==> config.mk <==
export PLATFORM = sky130hd
export DESIGN_NAME = mul_div_unit
export DESIGN_NICKNAME = d
export VERILOG_FILES = /design/src/rtl/mul_div_unit.sv
export SDC_FILE = /design/constraint.sdc
export NUM_CORES = 1
export LEC_CHECK = 0
export ABC_AREA = 1
export BUFFER_PORTS_ARGS = -buffer_cell sky130_fd_sc_hd__buf_4
export CORE_UTILIZATION = 45
export DETAILED_ROUTE_END_ITERATION = 12
export GPL_TIMING_DRIVEN = 0
export PLACE_DENSITY = 0.66
export SLEW_MARGIN = 20
export SYNTH_ARGS = -nofsm -noshare
export SYNTH_HDL_FRONTEND = slang
export SYNTH_SLANG_ARGS = --single-unit
==> constraint.sdc <==
create_clock -name clk -period 2.65 [get_ports clk]
set_input_delay 0.3975 -clock clk [delete_from_list [all_inputs] [get_ports clk]]
set_output_delay 0.3975 -clock clk [all_outputs]
set_load 0.05 [all_outputs]
==> src/rtl/mul_div_unit.sv <==
// Iterative multiply/divide engine: one shift-add or restoring-subtract step per clock.
// The engine runs IDLE -> CALC (WIDTH steps) -> FIX (sign correction, one-cycle done pulse).
module mul_div_unit #(
    parameter int unsigned WIDTH = 32
) (
    input  logic             clk,
    input  logic             rst_n,
    input  logic             start,
    input  logic             op_div,
    input  logic             sign,
    input  logic [WIDTH-1:0] A,
    input  logic [WIDTH-1:0] B,
    output logic             busy,
    output logic             done,
    output logic [WIDTH-1:0] out_high,
    output logic [WIDTH-1:0] out_low,
    output logic [WIDTH-1:0] quotient,
    output logic [WIDTH-1:0] residue,
    output logic             div_by_zero
);

    localparam int unsigned CW = $clog2(WIDTH + 1);

    typedef enum logic [1:0] {IDLE, CALC, FIX} state_t;

    state_t             state_q, state_d;
    logic [CW-1:0]      cnt_q, cnt_d;
    logic [2*WIDTH-1:0] acc_q, acc_d;
    logic [WIDTH-1:0]   opnd_q, opnd_d;
    logic [WIDTH-1:0]   a_raw_q, a_raw_d;
    logic               a_neg_q, a_neg_d;
    logic               b_neg_q, b_neg_d;
    logic               op_div_q, op_div_d;
    logic               b_zero_q, b_zero_d;
    logic [WIDTH-1:0]   hi_q, hi_d, lo_q, lo_d, quo_q, quo_d, res_q, res_d;
    logic               done_q, done_d, dbz_q, dbz_d;

    logic [WIDTH-1:0]   a_mag, b_mag;
    logic [WIDTH:0]     msum, rem_sh, dsub;
    logic [2*WIDTH-1:0] mul_next, div_next, prod_fix;

    // acc holds {upper accumulator, multiplier} for mul and {remainder, quotient} for div
    always_comb begin
        a_mag    = (sign && A[WIDTH-1]) ? -A : A;
        b_mag    = (sign && B[WIDTH-1]) ? -B : B;
        msum     = {1'b0, acc_q[2*WIDTH-1:WIDTH]} + (acc_q[0] ? {1'b0, opnd_q} : {(WIDTH+1){1'b0}});
        mul_next = {msum, acc_q[WIDTH-1:1]};
        rem_sh   = {acc_q[2*WIDTH-1:WIDTH], acc_q[WIDTH-1]};
        dsub     = rem_sh - {1'b0, opnd_q};
        div_next = dsub[WIDTH] ? {rem_sh[WIDTH-1:0], acc_q[WIDTH-2:0], 1'b0}
                               : {dsub[WIDTH-1:0],   acc_q[WIDTH-2:0], 1'b1};
        prod_fix = (a_neg_q ^ b_neg_q) ? -acc_q : acc_q;
    end

    always_comb begin
        state_d  = state_q;
        cnt_d    = cnt_q;
        acc_d    = acc_q;
        opnd_d   = opnd_q;
        a_raw_d  = a_raw_q;
        a_neg_d  = a_neg_q;
        b_neg_d  = b_neg_q;
        op_div_d = op_div_q;
        b_zero_d = b_zero_q;
        hi_d     = hi_q;
        lo_d     = lo_q;
        quo_d    = quo_q;
        res_d    = res_q;
        dbz_d    = dbz_q;
        done_d   = 1'b0;
        case (state_q)
            IDLE: begin
                if (start) begin
                    acc_d    = {{WIDTH{1'b0}}, (op_div ? a_mag : b_mag)};
                    opnd_d   = op_div ? b_mag : a_mag;
                    a_raw_d  = A;
                    a_neg_d  = sign & A[WIDTH-1];
                    b_neg_d  = sign & B[WIDTH-1];
                    op_div_d = op_div;
                    b_zero_d = (B == '0);
                    dbz_d    = 1'b0;
                    cnt_d    = CW'(WIDTH);
                    state_d  = CALC;
                end
            end
            CALC: begin
                acc_d = op_div_q ? div_next : mul_next;
                cnt_d = cnt_q - CW'(1);
                if (cnt_q == CW'(1)) begin
                    state_d = FIX;
                end
            end
            FIX: begin
                done_d  = 1'b1;
                state_d = IDLE;
                if (!op_div_q) begin
                    {hi_d, lo_d} = prod_fix;
                end else if (b_zero_q) begin
                    quo_d = '1;
                    res_d = a_raw_q;
                    dbz_d = 1'b1;
                end else begin
                    quo_d = (a_neg_q ^ b_neg_q) ? -acc_q[WIDTH-1:0] : acc_q[WIDTH-1:0];
                    res_d = a_neg_q ? -acc_q[2*WIDTH-1:WIDTH] : acc_q[2*WIDTH-1:WIDTH];
                end
            end
            default: state_d = IDLE;
        endcase
    end

    always_ff @(posedge clk or negedge rst_n) begin
        if (!rst_n) begin
            state_q  <= IDLE;
            cnt_q    <= '0;
            acc_q    <= '0;
            opnd_q   <= '0;
            a_raw_q  <= '0;
            a_neg_q  <= 1'b0;
            b_neg_q  <= 1'b0;
            op_div_q <= 1'b0;
            b_zero_q <= 1'b0;
            hi_q     <= '0;
            lo_q     <= '0;
            quo_q    <= '0;
            res_q    <= '0;
            done_q   <= 1'b0;
            dbz_q    <= 1'b0;
        end else begin
            state_q  <= state_d;
            cnt_q    <= cnt_d;
            acc_q    <= acc_d;
            opnd_q   <= opnd_d;
            a_raw_q  <= a_raw_d;
            a_neg_q  <= a_neg_d;
            b_neg_q  <= b_neg_d;
            op_div_q <= op_div_d;
            b_zero_q <= b_zero_d;
            hi_q     <= hi_d;
            lo_q     <= lo_d;
            quo_q    <= quo_d;
            res_q    <= res_d;
            done_q   <= done_d;
            dbz_q    <= dbz_d;
        end
    end

    assign busy        = (state_q != IDLE);
    assign done        = done_q;
    assign out_high    = hi_q;
    assign out_low     = lo_q;
    assign quotient    = quo_q;
    assign residue     = res_q;
    assign div_by_zero = dbz_q;

endmodule

==> results.py <==
metrics = {
    "cells_and_area": {
        "fillers": 4958,
        "fin_nets": 3919,
        "drive_above_1_share_pct": 15.4,
        "multi_input_area_sq_um": 13400,
        "area.growth.synth_to_final_pct": 21.7,
        "final_util_pct": 55.6,
        "fin_cells": 4419,
        "regArea_sq_um": 6820,
    },
    "timing": {
        "worst_pin_slew_ns": 1.02,
        "max_freq_mhz": 379,
        "whs_ns": 0.0491,
        "period_share_pct": 99.6,
        "fin_ws_ns": 0.00943,
        "rsz0062_at_grt": "true",
        "final-setup-viol-count": 0,
        "final-max-slew-violation-count": 0,
        "fin_skew_ns": 0.0223,
        "fin_crit_ns": 2.64,
        "max-slew-margin-rel_pct": 31.9,
        "final_hold_viol_count": 0,
    },
    "pwr": {
        "p_leak_nw": 14.0,
        "total_power_mw": 9.35,
        "max-vdd-ir-drop_mv": 0.525,
        "cellPowerDensity_nw_per_um2": 353,
    },
    "synth": {
        "synth_edf_count": 0,
        "syn_inst": 3490,
        "synth-seq-area-share_pct": 31.0,
        "synthDistinctLibCells": 53,
        "ys.flop_type": "dfrtp_1",
        "yosysMostFrequentCell": "nand2_1",
        "synth_nets": 3631,
        "postSynthAreaPerCell_sq_um": 6.25,
        "ys_warn_count": 0,
        "yosysTopAreaCellShare_pct": 31.0,
        "ys_seq_elements": 270,
        "synth_area_sq_um": 21800,
        "yosys.area.top_type": "dfrtp_1",
        "synth_commonest_cells": "nand2_1 (1232), inv_1 (467), nand3_1 (323)",
        "synth_area_leaders": "dfrtp_1 (31%), nand2_1 (21%), inv_1 (8.0%), nand3_1 (7.4%), nor2_1 (4.8%)",
        "async_flop_share_pct": 100,
    },
    "flow_run": {
        "drv_cap": 0,
    },
    "worst_setup_path": {
        "path_buf_inv": 5,
        "path_cells": "buf_6 -> buf_4 -> nand2_1 -> inv_1 -> ha_2 -> nand2_2 -> nor2_2 -> inv_1 -> nor4_1 -> nand2_1 -> nand3_1 -> nand3_1 -> nand2_1 -> inv_1 -> nand2_1 -> nand2_1",
        "r2r-start": "acc_q[0]",
        "path_depth": 16,
        "cp-start-kind": "flip-flop",
        "crit_type": "reg2reg",
        "worstRegToRegCells": 16,
        "cp_slowest_cell": "ha_2",
        "worst_ep_required_time_ns": 3.14,
        "r2r_end": "acc_q[60]",
        "setup.worst_path.start": "acc_q[0]",
        "crit_family": "simple AND/OR/NAND/NOR gates",
        "critPathCapture": "acc_q[60]",
        "setup.worst_path.end_class": "flip-flop",
        "cp_data_arrival_time_ns": 3.13,
        "cpMostUsedCell": "nand2_1",
        "r2r_setup_slack_ns": 0.009,
        "path_max_fanout": 10,
        "critical-path-max-stage-delay_ns": 0.38,
    },
    "route": {
        "drt_iter0_drc": 3081,
        "wl_per_cell_um": 23.2,
        "num_vias": 24900,
        "drt_wl_total_mm": 103,
        "dr.pass1.iters": 7,
        "drc_errors": 0,
        "viasPerCell": 5.63,
        "ant_nets": 0,
    },
    "clock_tree": {
        "clkSinkCount": 270,
        "h-tree-depth": 1,
        "path_clk_slew_ns": 0.07,
        "root_buffer": "clkbuf_16",
        "cts_inserted_buffers": 31,
        "clock_latency_ns": 0.61,
        "cts_buffer_depth": 3,
        "cts_tree": "built",
    },
    "global_route": {
        "grt_first_pass_wirelength_mm": 147,
        "first_global_vias": 22400,
        "grt_remaining_overflow": 0,
        "grt_max_degree": 98,
        "antenna_found_initial": 5,
        "grt_usage_pct": 40.4,
    },
    "outcome": {
        "outcome": "finished clean",
    },
    "die": {
        "io_pins": 200,
        "die_w_um": 222,
        "row_count": 80,
        "start_util_pct": 45.7,
        "dieArea_sq_um": 49300,
        "chipHeight_um": 222,
        "core_sq_um": 47700,
    },
    "placed_design": {
        "place_congestion": 1.06,
        "dp.cells": 4307,
        "dp_slack_ns": -0.801,
        "io_buffers": 199,
        "dp_hpwl_mm": 82.7,
    },
    "min_path": {
        "worstHoldPathType": "in2reg",
    },
}
-- cells by family after synthesis --
group / Yosys count / synth area share [%]
AND/OR/NAND/NOR: 1997 / 38.3
buffers and inverters: 598 / 10.6
AO/OA/AOI/OAI: 465 / 12.4
flip-flops: 270 / 31.0
XOR/XNOR: 86 / 3.45
adder cells (fa/ha/maj): 72 / 4.20
multiplexers: 2 / 0.0918
-- area by class of cell --
| cell class | instances | area share, % |
|---|---|---|
| Antenna cell | 1 | 0.00943 |
| Buffer | 119 | 2.11 |
| Clock buffer | 43 | 3.36 |
| Clock inverter | 15 | 0.741 |
| Inverter | 479 | 6.78 |
| Multi-Input combinational cell | 2622 | 50.6 |
| Sequential cell | 270 | 25.7 |
| Tap cell | 615 | 2.90 |
| Timing Repair Buffer | 255 | 7.79 |
-- sequential cells by signal, indices dropped and copies added, names as in the netlist --
signal       flops
quotient        32
b_zero_q         1
done             1
div_by_zero      1
opnd_q          32
op_div_q         1
cnt_q            6
a_raw_q         32
a_neg_q          1
acc_q           64
state_q          2
out_high        32
b_neg_q          1
residue         32
out_low         32
-- tightest hold or removal path: cells and delay by family --
family                 cells  cell delay, ns
buffers and inverters      1            0.11
AO/OA/AOI/OAI              1            0.06
AND/OR/NAND/NOR            1            0.05
-- report_power, final --
group	internal, mW	switching [mW]
clock network	2.67	1.93
logic	0.182	0.452
registers	4.12	0
-- layout by cell type (no fill, tap or decap), types with 32 or more instances in the layout --
cell,Yosys,layout
a21oi_1,138,121
buf_4,0,246
clkbuf_1,83,78
clkbuf_16,0,35
dfrtp_1,270,234
ha_1,70,38
inv_1,467,447
nand2_1,1232,1203
nand2_2,4,32
nand3_1,323,313
nand4_1,40,40
nor2_1,279,259
nor3_1,49,47
o211ai_1,42,42
o21ai_0,179,169
xor2_1,76,73
-- what timing repair did --
item | 4_1_cts | 5_1_grt
setup buffers | 8 | 40
gates resized for setup | 74 | 180
endpoints found under the setup margin | 64 | 66
pin swaps | 7 | 17
cloned | 0 | 4
hold endpoints to repair | 34 | 0
hold buffers | 1 | 0
-- routing by layer --
metal	routed length, um	GRT usage, %	vias up
met5	24	0	-
met4	5000	16.3	4
met3	11500	8.20	209
met2	42400	59.2	1341
met1	43700	57.8	11600
li1	-	-	11700
-- through the flow --
step	setup TNS (ns)	cell area [sq um]
6_report	0	26500
4_1_cts	0	25500
3_5_place_dp	-15.40	24200
3_3_place_gp	-315.43	24100
5_1_grt	-0.455	26500
2_1_floorplan	0	21800
-- how the worst min path moves through the flow --
| stage | startpoint | end | slack [ns] | cells after the start |
|---|---|---|---|---|
| floorplan | rst_n | a_neg_q | 0.10 | 0 |
| global placement | out_high[11] | out_high[11] | 0.47 | 2 |
| detailed placement | rst_n | quotient[26] | 0.27 | 1 |
| CTS | A[31] | a_raw_q[31] | 0.03 | 3 |
| global route | A[31] | a_raw_q[31] | 0.06 | 3 |
| finish | A[31] | a_raw_q[31] | 0.05 | 3 |
No activity file was read; power rests on OpenSTA's default activity.
